**config.mk**
```make
export PLATFORM = sky130hd
export DESIGN_NAME = axis_arb_rr
export DESIGN_NICKNAME = d
export VERILOG_FILES = /design/src/rtl/axis_arb_rr.sv
export SDC_FILE = /design/constraint.sdc
export NUM_CORES = 1
export LEC_CHECK = 0
export ABC_AREA = 1
export BUFFER_PORTS_ARGS = -buffer_cell sky130_fd_sc_hd__buf_2
export CELL_PAD_IN_SITES_DETAIL_PLACEMENT = 2
export CELL_PAD_IN_SITES_GLOBAL_PLACEMENT = 2
export CORE_ASPECT_RATIO = 1.2
export CORE_UTILIZATION = 12
export CTS_CLUSTER_SIZE = 14
export DETAILED_ROUTE_END_ITERATION = 8
export PLACE_DENSITY_LB_ADDON = 0.1
export SLEW_MARGIN = 10
export SYNTH_ARGS = -nofsm -noshare
export SYNTH_HDL_FRONTEND = slang
export SYNTH_SLANG_ARGS = --single-unit
export TNS_END_PERCENT = 100
```
**constraint.sdc**
```tcl
create_clock -name clk -period 1.5 [get_ports clk]
set_input_delay 0.375 -clock clk [delete_from_list [all_inputs] [get_ports clk]]
set_output_delay 0.375 -clock clk [all_outputs]
set_load 0.005 [all_outputs]
```
**src/rtl/axis_arb_rr.sv**
```systemverilog
// Round-robin arbiter sharing one AXI-stream sink between NUM_PORTS requesters.
// Each grant lasts up to MAX_BURST beats; the datapath is an unregistered mux.
module axis_arb_rr #(
   parameter int unsigned NUM_PORTS  = 4,
   parameter int unsigned DATA_WIDTH = 72,
   parameter int unsigned MAX_BURST  = 16,
   parameter int unsigned ID_WIDTH   = (NUM_PORTS > 1) ? $clog2(NUM_PORTS) : 1
) (
   input  logic                            clk,
   input  logic                            rst_n,
   input  logic [NUM_PORTS-1:0]            s_axis_tvalid,
   output logic [NUM_PORTS-1:0]            s_axis_tready,
   input  logic [NUM_PORTS*DATA_WIDTH-1:0] s_axis_tdata,
   output logic                            m_axis_tvalid,
   input  logic                            m_axis_tready,
   output logic [DATA_WIDTH-1:0]           m_axis_tdata,
   output logic [ID_WIDTH-1:0]             m_axis_tid,
   output logic                            grant_active
);

   localparam int unsigned CntW = $clog2(MAX_BURST + 1);

   localparam logic StIdle  = 1'b0;
   localparam logic StGrant = 1'b1;

   localparam logic [ID_WIDTH-1:0] LastPort = ID_WIDTH'(NUM_PORTS - 1);
   localparam logic [CntW-1:0]     CntLast  = CntW'(MAX_BURST - 1);

   logic                state_q, state_d;
   logic [ID_WIDTH-1:0] grant_q, grant_d;
   logic [ID_WIDTH-1:0] last_q, last_d;
   logic [CntW-1:0]     cnt_q, cnt_d;

   logic                pick_valid;
   logic [ID_WIDTH-1:0] pick_idx;

   // Smallest rotation offset wins, so the port just after last_q has top priority.
   always_comb begin
      pick_valid = 1'b0;
      pick_idx   = '0;
      for (int unsigned k = NUM_PORTS; k >= 1; k--) begin
         int unsigned idx;
         idx = (int'(last_q) + k) % NUM_PORTS;
         if (s_axis_tvalid[idx]) begin
            pick_valid = 1'b1;
            pick_idx   = ID_WIDTH'(idx);
         end
      end
   end

   // Data is zeroed when the granted port is not valid so X never leaks downstream.
   always_comb begin
      s_axis_tready = '0;
      m_axis_tvalid = 1'b0;
      m_axis_tdata  = '0;
      m_axis_tid    = '0;
      if (state_q == StGrant) begin
         m_axis_tid = grant_q;
         for (int unsigned p = 0; p < NUM_PORTS; p++) begin
            if (grant_q == ID_WIDTH'(p)) begin
               m_axis_tvalid    = s_axis_tvalid[p];
               s_axis_tready[p] = m_axis_tready;
               if (s_axis_tvalid[p]) begin
                  m_axis_tdata = s_axis_tdata[p*DATA_WIDTH +: DATA_WIDTH];
               end
            end
         end
      end
   end

   assign grant_active = (state_q == StGrant);

   always_comb begin
      state_d = state_q;
      grant_d = grant_q;
      last_d  = last_q;
      cnt_d   = cnt_q;
      case (state_q)
         StIdle: begin
            if (pick_valid) begin
               state_d = StGrant;
               grant_d = pick_idx;
               cnt_d   = '0;
            end
         end
         StGrant: begin
            if (!m_axis_tvalid) begin
               state_d = StIdle;
               last_d  = grant_q;
            end else if (m_axis_tready) begin
               cnt_d = cnt_q + CntW'(1);
               if (cnt_q == CntLast) begin
                  state_d = StIdle;
                  last_d  = grant_q;
               end
            end
         end
         default: state_d = StIdle;
      endcase
   end

   always_ff @(posedge clk or negedge rst_n) begin
      if (!rst_n) begin
         state_q <= StIdle;
         grant_q <= '0;
         last_q  <= LastPort;
         cnt_q   <= '0;
      end else begin
         state_q <= state_d;
         grant_q <= grant_d;
         last_q  <= last_d;
         cnt_q   <= cnt_d;
      end
   end

endmodule

```
* Word-level counts from Yosys, hierarchy flattened *
Index checks and enable logic that the tools add are counted.

storage, ports and cells
  logic and storage cells = 75
  output and inout bits = 80
  bits of input ports = 295
  register bits after elaboration = 10

operators by class
  reduce and logical (&&, ||, !) cells = 4
  order comparisons = 4
  eq/ne operators = 9
  add/sub/neg operators = 5
  mux-type cells = 48
  bitwise operators = 1

operators with widths
  cell                                                 count
  2-to-1 mux 72 bit                                    9
  2-to-1 mux 1 bit                                     21
  2-to-1 mux 2 bit                                     8
  2-to-1 mux 5 bit                                     3
  < comparator 2 x 3 -> 1 bit, second input constant   4
  one-hot mux 5 bit (2 select lines)                   1
  binary-select mux 1 bit (select 2 bit)               4
  != test 2 bit, second input constant                 3
  AND reduction 3 bit                                  2
  adder 5 x 1 -> 5 bit, second input constant          1
  equality test 5 x 4 -> 1 bit, second input constant  1
  adder 2 x 1 -> 2 bit, second input constant          2
  adder 2 bit, second input constant                   2
  equality test 2 bit, second input constant           2
  2-to-1 mux 4 bit                                     1
  != test 2 x 1 -> 1 bit, second input constant        2
  equality test 2 x 1 -> 1 bit, second input constant  1
  logical NOT 2 bit                                    1
  one-hot mux 1 bit (2 select lines)                   1
  AND reduction 2 bit                                  1
  NOT 1 bit                                            1

* Logic depth before layout (Yosys ltp) *
  depth in word-level cells = 9
  mapped depth = 11
  gate-level depth less buffers = 11

* Worst setup path before layout *
Ideal clock, no wire load.

  path type = register -> output
  from = register grant_q[1]
  to = output m_axis_tdata[16]
  buffers on the path = 2
  arrival = 1309 ps
  data required time = 1125 ps
  setup slack = -184 ps
  stages on the path, launching flop included = 10
  cells stage by stage = dfrtp_1 > buf_4 > inv_1 > nand3_2 > inv_2 > buf_2 > nand2_1 > nand2_1 > a211oi_1 > nor3_1

on the way
  cells in the longest elaborated chain, start to end = 9
  elaborated cells on any way between the ends = 12
  classes of those cells = 3 x eq/ne; 8 x mux; 1 x reduce/logical

RTL lines
  element                 line  source
  start, declared         30    logic [ID_WIDTH-1:0] grant_q, grant_d;
  start signal, assigned  110   grant_q <= grant_d;
  logical NOT 2 bit       60    if (grant_q == ID_WIDTH'(p)) begin
  2-to-1 mux 72 bit       60
  2-to-1 mux 72 bit       63    if (s_axis_tvalid[p]) begin
  2-to-1 mux 72 bit       60
  2-to-1 mux 72 bit       63
  2-to-1 mux 72 bit       60
  2-to-1 mux 72 bit       63
  2-to-1 mux 72 bit (*)   60
  2-to-1 mux 72 bit (*)   57    if (state_q == StGrant) begin
  end, declared           16    output logic [DATA_WIDTH-1:0] m_axis_tdata,

Mark *: on every way between the ends. The rest lies on a longest branch, timed or not.

* Worst setup path in the final report *
  from = register grant_q[0]
  to = output m_axis_tdata[29]

The elaborated chain is that of the path after synthesis.

==> qor.txt <==
Dpl hpwl = 21300 µm
Cell depth of the worst flop-to-flop path = 12
Relative slew slack = 81.5%
CTS root buf = clkbuf_16
Syn. warnings = 0
Die W = 148 µm
Critical path's slowest cell = dfrtp_2
Max rail drop VDD = 0.432 mV
Syn Std Cell Area = 0.00306 mm²
Antenna violations before repair = 7
Max-cap violations = 0
Distinct cells, synth = 27
CTS sink count = 10
Synth-to-Final Area Change = 151%
Post-Route WL = 27200 µm
Seq cells post-synth = 10
Initial Util = 12.3%
Worst-margin pin slew = 0.276 ns
Clock skew = 0.00257 ns
Peak Freq = 458 MHz
Area of the die = 0.0261 mm²
First-pass GRT wire length = 38800 µm
Total Power = 0.0115 W
Fillcell total = 3056
CP endpoint kind = output port
Die Y = 177 µm
Vias in the first global route = 6699
Ratio of cells with drive above 1 in the final layout = 65.3%
Reg2reg start = grant_q[0]
Leakage power = 3.76 nW
Failing checks = setup timing
Hold Violations, Final = 0
Clock tree from TritonCTS = yes
Post-DR wirelength/cell = 19.9 µm
Final min period = 2.18 ns
I/O pins = 375
Final nets = 1335
Final setup viols = 88
H-tree depth = 1
Total track usage = 19.4%
PortBufs = 374
Crit path launch type = register
Pins over their slew limit = 0
CP dominant cell by count = buf_4
DRC viols = 0
Vias = 6113
Synthesized area per cell = 5.30 µm²
Largest stage delay, worst path = 0.39 ns
Cell count after synthesis = 577
Hold-fix buffers at CTS = 0
Cell Rows = 63
Core area = 0.0248 mm²
Largest net degree at the start of global routing = 23
Seq/Total Area, Yosys = 8.27%
Max clock buf depth = 2
GP Congestion = 0.791
Clk pin slew, worst setup/hold paths = 0.04 ns
Power per cell area = 1500 mW/mm²
Num CTS Buffers = 3
Crit path DAT = 1.81 ns
RSZ-0062 raised after global routing = true
Critical Path RT = 1.12 ns
Worst R2R End = last_q[1]
CP max FO = 11
CP cell instances = buf_4, nand3_4, inv_6, buf_12, buf_4, a211oi_2, nor3_1, buf_2
Via density = 4.47
Syn Nets = 874
Post-DRT Antenna Nets = 0
Initial DRC Count = 106
Post-route setup TNS = -45.72 ns
Status = finished with violations
Total global routing overflow = 0
Final worst setup slack = -0.683 ns
CP top delay family = buffers and inverters
HP Class = input pin to asynchronous set/reset pin
DRT Pass-1 Iters = 4
Worst-Skew Late Latency = 0.24 ns
WP buf/inv = 5
Critical path type = register to output port
Post-route clock period utilization = 146%
Reg2reg setup slack = -0.24 ns
-- how the worst max path moves through the flow --
stage | cells after the start | slack, ns | end | startpoint
finish | 8 | -0.68 | m_axis_tdata[29] | grant_q[0]
global route | 9 | -0.80 | m_axis_tdata[29] | grant_q[1]
CTS | 8 | -0.68 | m_axis_tdata[46] | grant_q[1]
detailed placement | 8 | -0.58 | m_axis_tdata[30] | grant_q[0]
global placement | 8 | -0.54 | m_axis_tdata[30] | grant_q[0]
floorplan | 8 | -0.08 | m_axis_tdata[16] | grant_q[0]
-- metal layers --
layer / global-route usage (%) / wire [µm] / vias up / share of wire, %
met5: 0 / 31 / - / 0.11
met1: 21.6 / 10600 / 2901 / 39
li1: - / - / 2950 / -
met3: 3.14 / 1680 / 25 / 6.2
met2: 38.1 / 14600 / 233 / 54
met4: 3.48 / 354 / 4 / 1.3
-- through the flow --
step	hold slack (ns)	area, µm²	setup slack, ns	utilization [%]	instances
global placement	0.270	6140	-0.543	24.7	1322
CTS	0.0188	7150	-0.681	28.8	1349
global route	0.0137	7660	-0.795	30.9	1367
finish	0.00858	7660	-0.683	30.9	1367
detailed placement	0.276	6140	-0.575	24.7	1322
floorplan	0.0794	3160	-0.0797	-	577
-- sequential cells by signal (all words and copies together) (netlist names) --
register and count:
grant_active 1, grant_q 2, cnt_q 5, last_q 2
-- timing repair --
action                     CTS  global route
buffers inserted            18            15
gates cloned                 6             5
pin swaps                   42            31
setup endpoints to repair   89            89
gates resized for setup    132           104
-- worst register-to-register path: stages, from the launching register on --
cell and delay [ns]:
dfrtp_2 0.39, buf_4 0.18, nand3_4 0.14, inv_6 0.12, buf_12 0.15, buf_4 0.14
nor2_2 0.04, buf_4 0.13, nor2_4 0.10, nand2_4 0.08, nand2_1 0.09, nand2_1 0.06
nand2_1 0.05
-- power by group --
group,switching [W],total [W],internal [W]
Clock,0.000140,0.000542,0.000402
Sequential,0.000172,0.000577,0.000406
Combinational,0.00520,0.0103,0.00514
-- area by class of cell --
class | instances | area (µm²) | area share, %
Timing Repair Buffer | 510 | 3520 | 46.0
Multi-Input combinational cell | 491 | 3270 | 42.7
Tap cell | 325 | 407 | 5.31
Sequential cell | 10 | 256 | 3.35
Inverter | 22 | 105 | 1.37
Clock buffer | 4 | 88.8 | 1.16
Antenna cell | 5 | 12.5 | 0.163
-- cells in the mapped netlist, drive strengths merged --
cell	number	area share [%]
a211oi	40	9.8
a21oi	5	0.82
a22oi	1	0.25
a41oi	30	8.6
buf	33	5.9
clkbuf	21	2.6
dfrtp	8	6.6
dfstp	2	1.7
ha	2	0.82
inv	22	2.8
nand2	190	24
nand3	90	15
nand3b	1	0.25
nand4	1	0.20
nor2	46	6.4
nor3	44	7.2
o21ai	39	6.4
o21bai	1	0.37
xor2	1	0.29
-- cells in the final DEF, fill, tap and decap left out, types with 4 or more instances in the layout --
master       n
a41oi_1      4
nor3_1      35
inv_6        4
inv_1       14
buf_12      26
buf_6       23
nand2_2     28
diode_2      5
nand2_1    158
dfrtp_1      5
buf_2      373
buf_8        6
o21ai_0     15
a211oi_1    10
o21ai_1     20
a211oi_2    28
nor2_1      43
a41oi_2     26
nand3_1     49
clkbuf_16    8
nand3_2     34
buf_4       73
nor3_2       6
nand3_4      7
-- logic make-up after synthesis --
logic type / Yosys count / synth area share, %
fa+ha+maj: 2 / 0.819
simple gates: 372 / 53.1
xor+xnor: 1 / 0.287
flops: 10 / 8.27
buf+inv: 76 / 11.3
compound gates: 116 / 26.2
(Power assumes the default switching activity.)
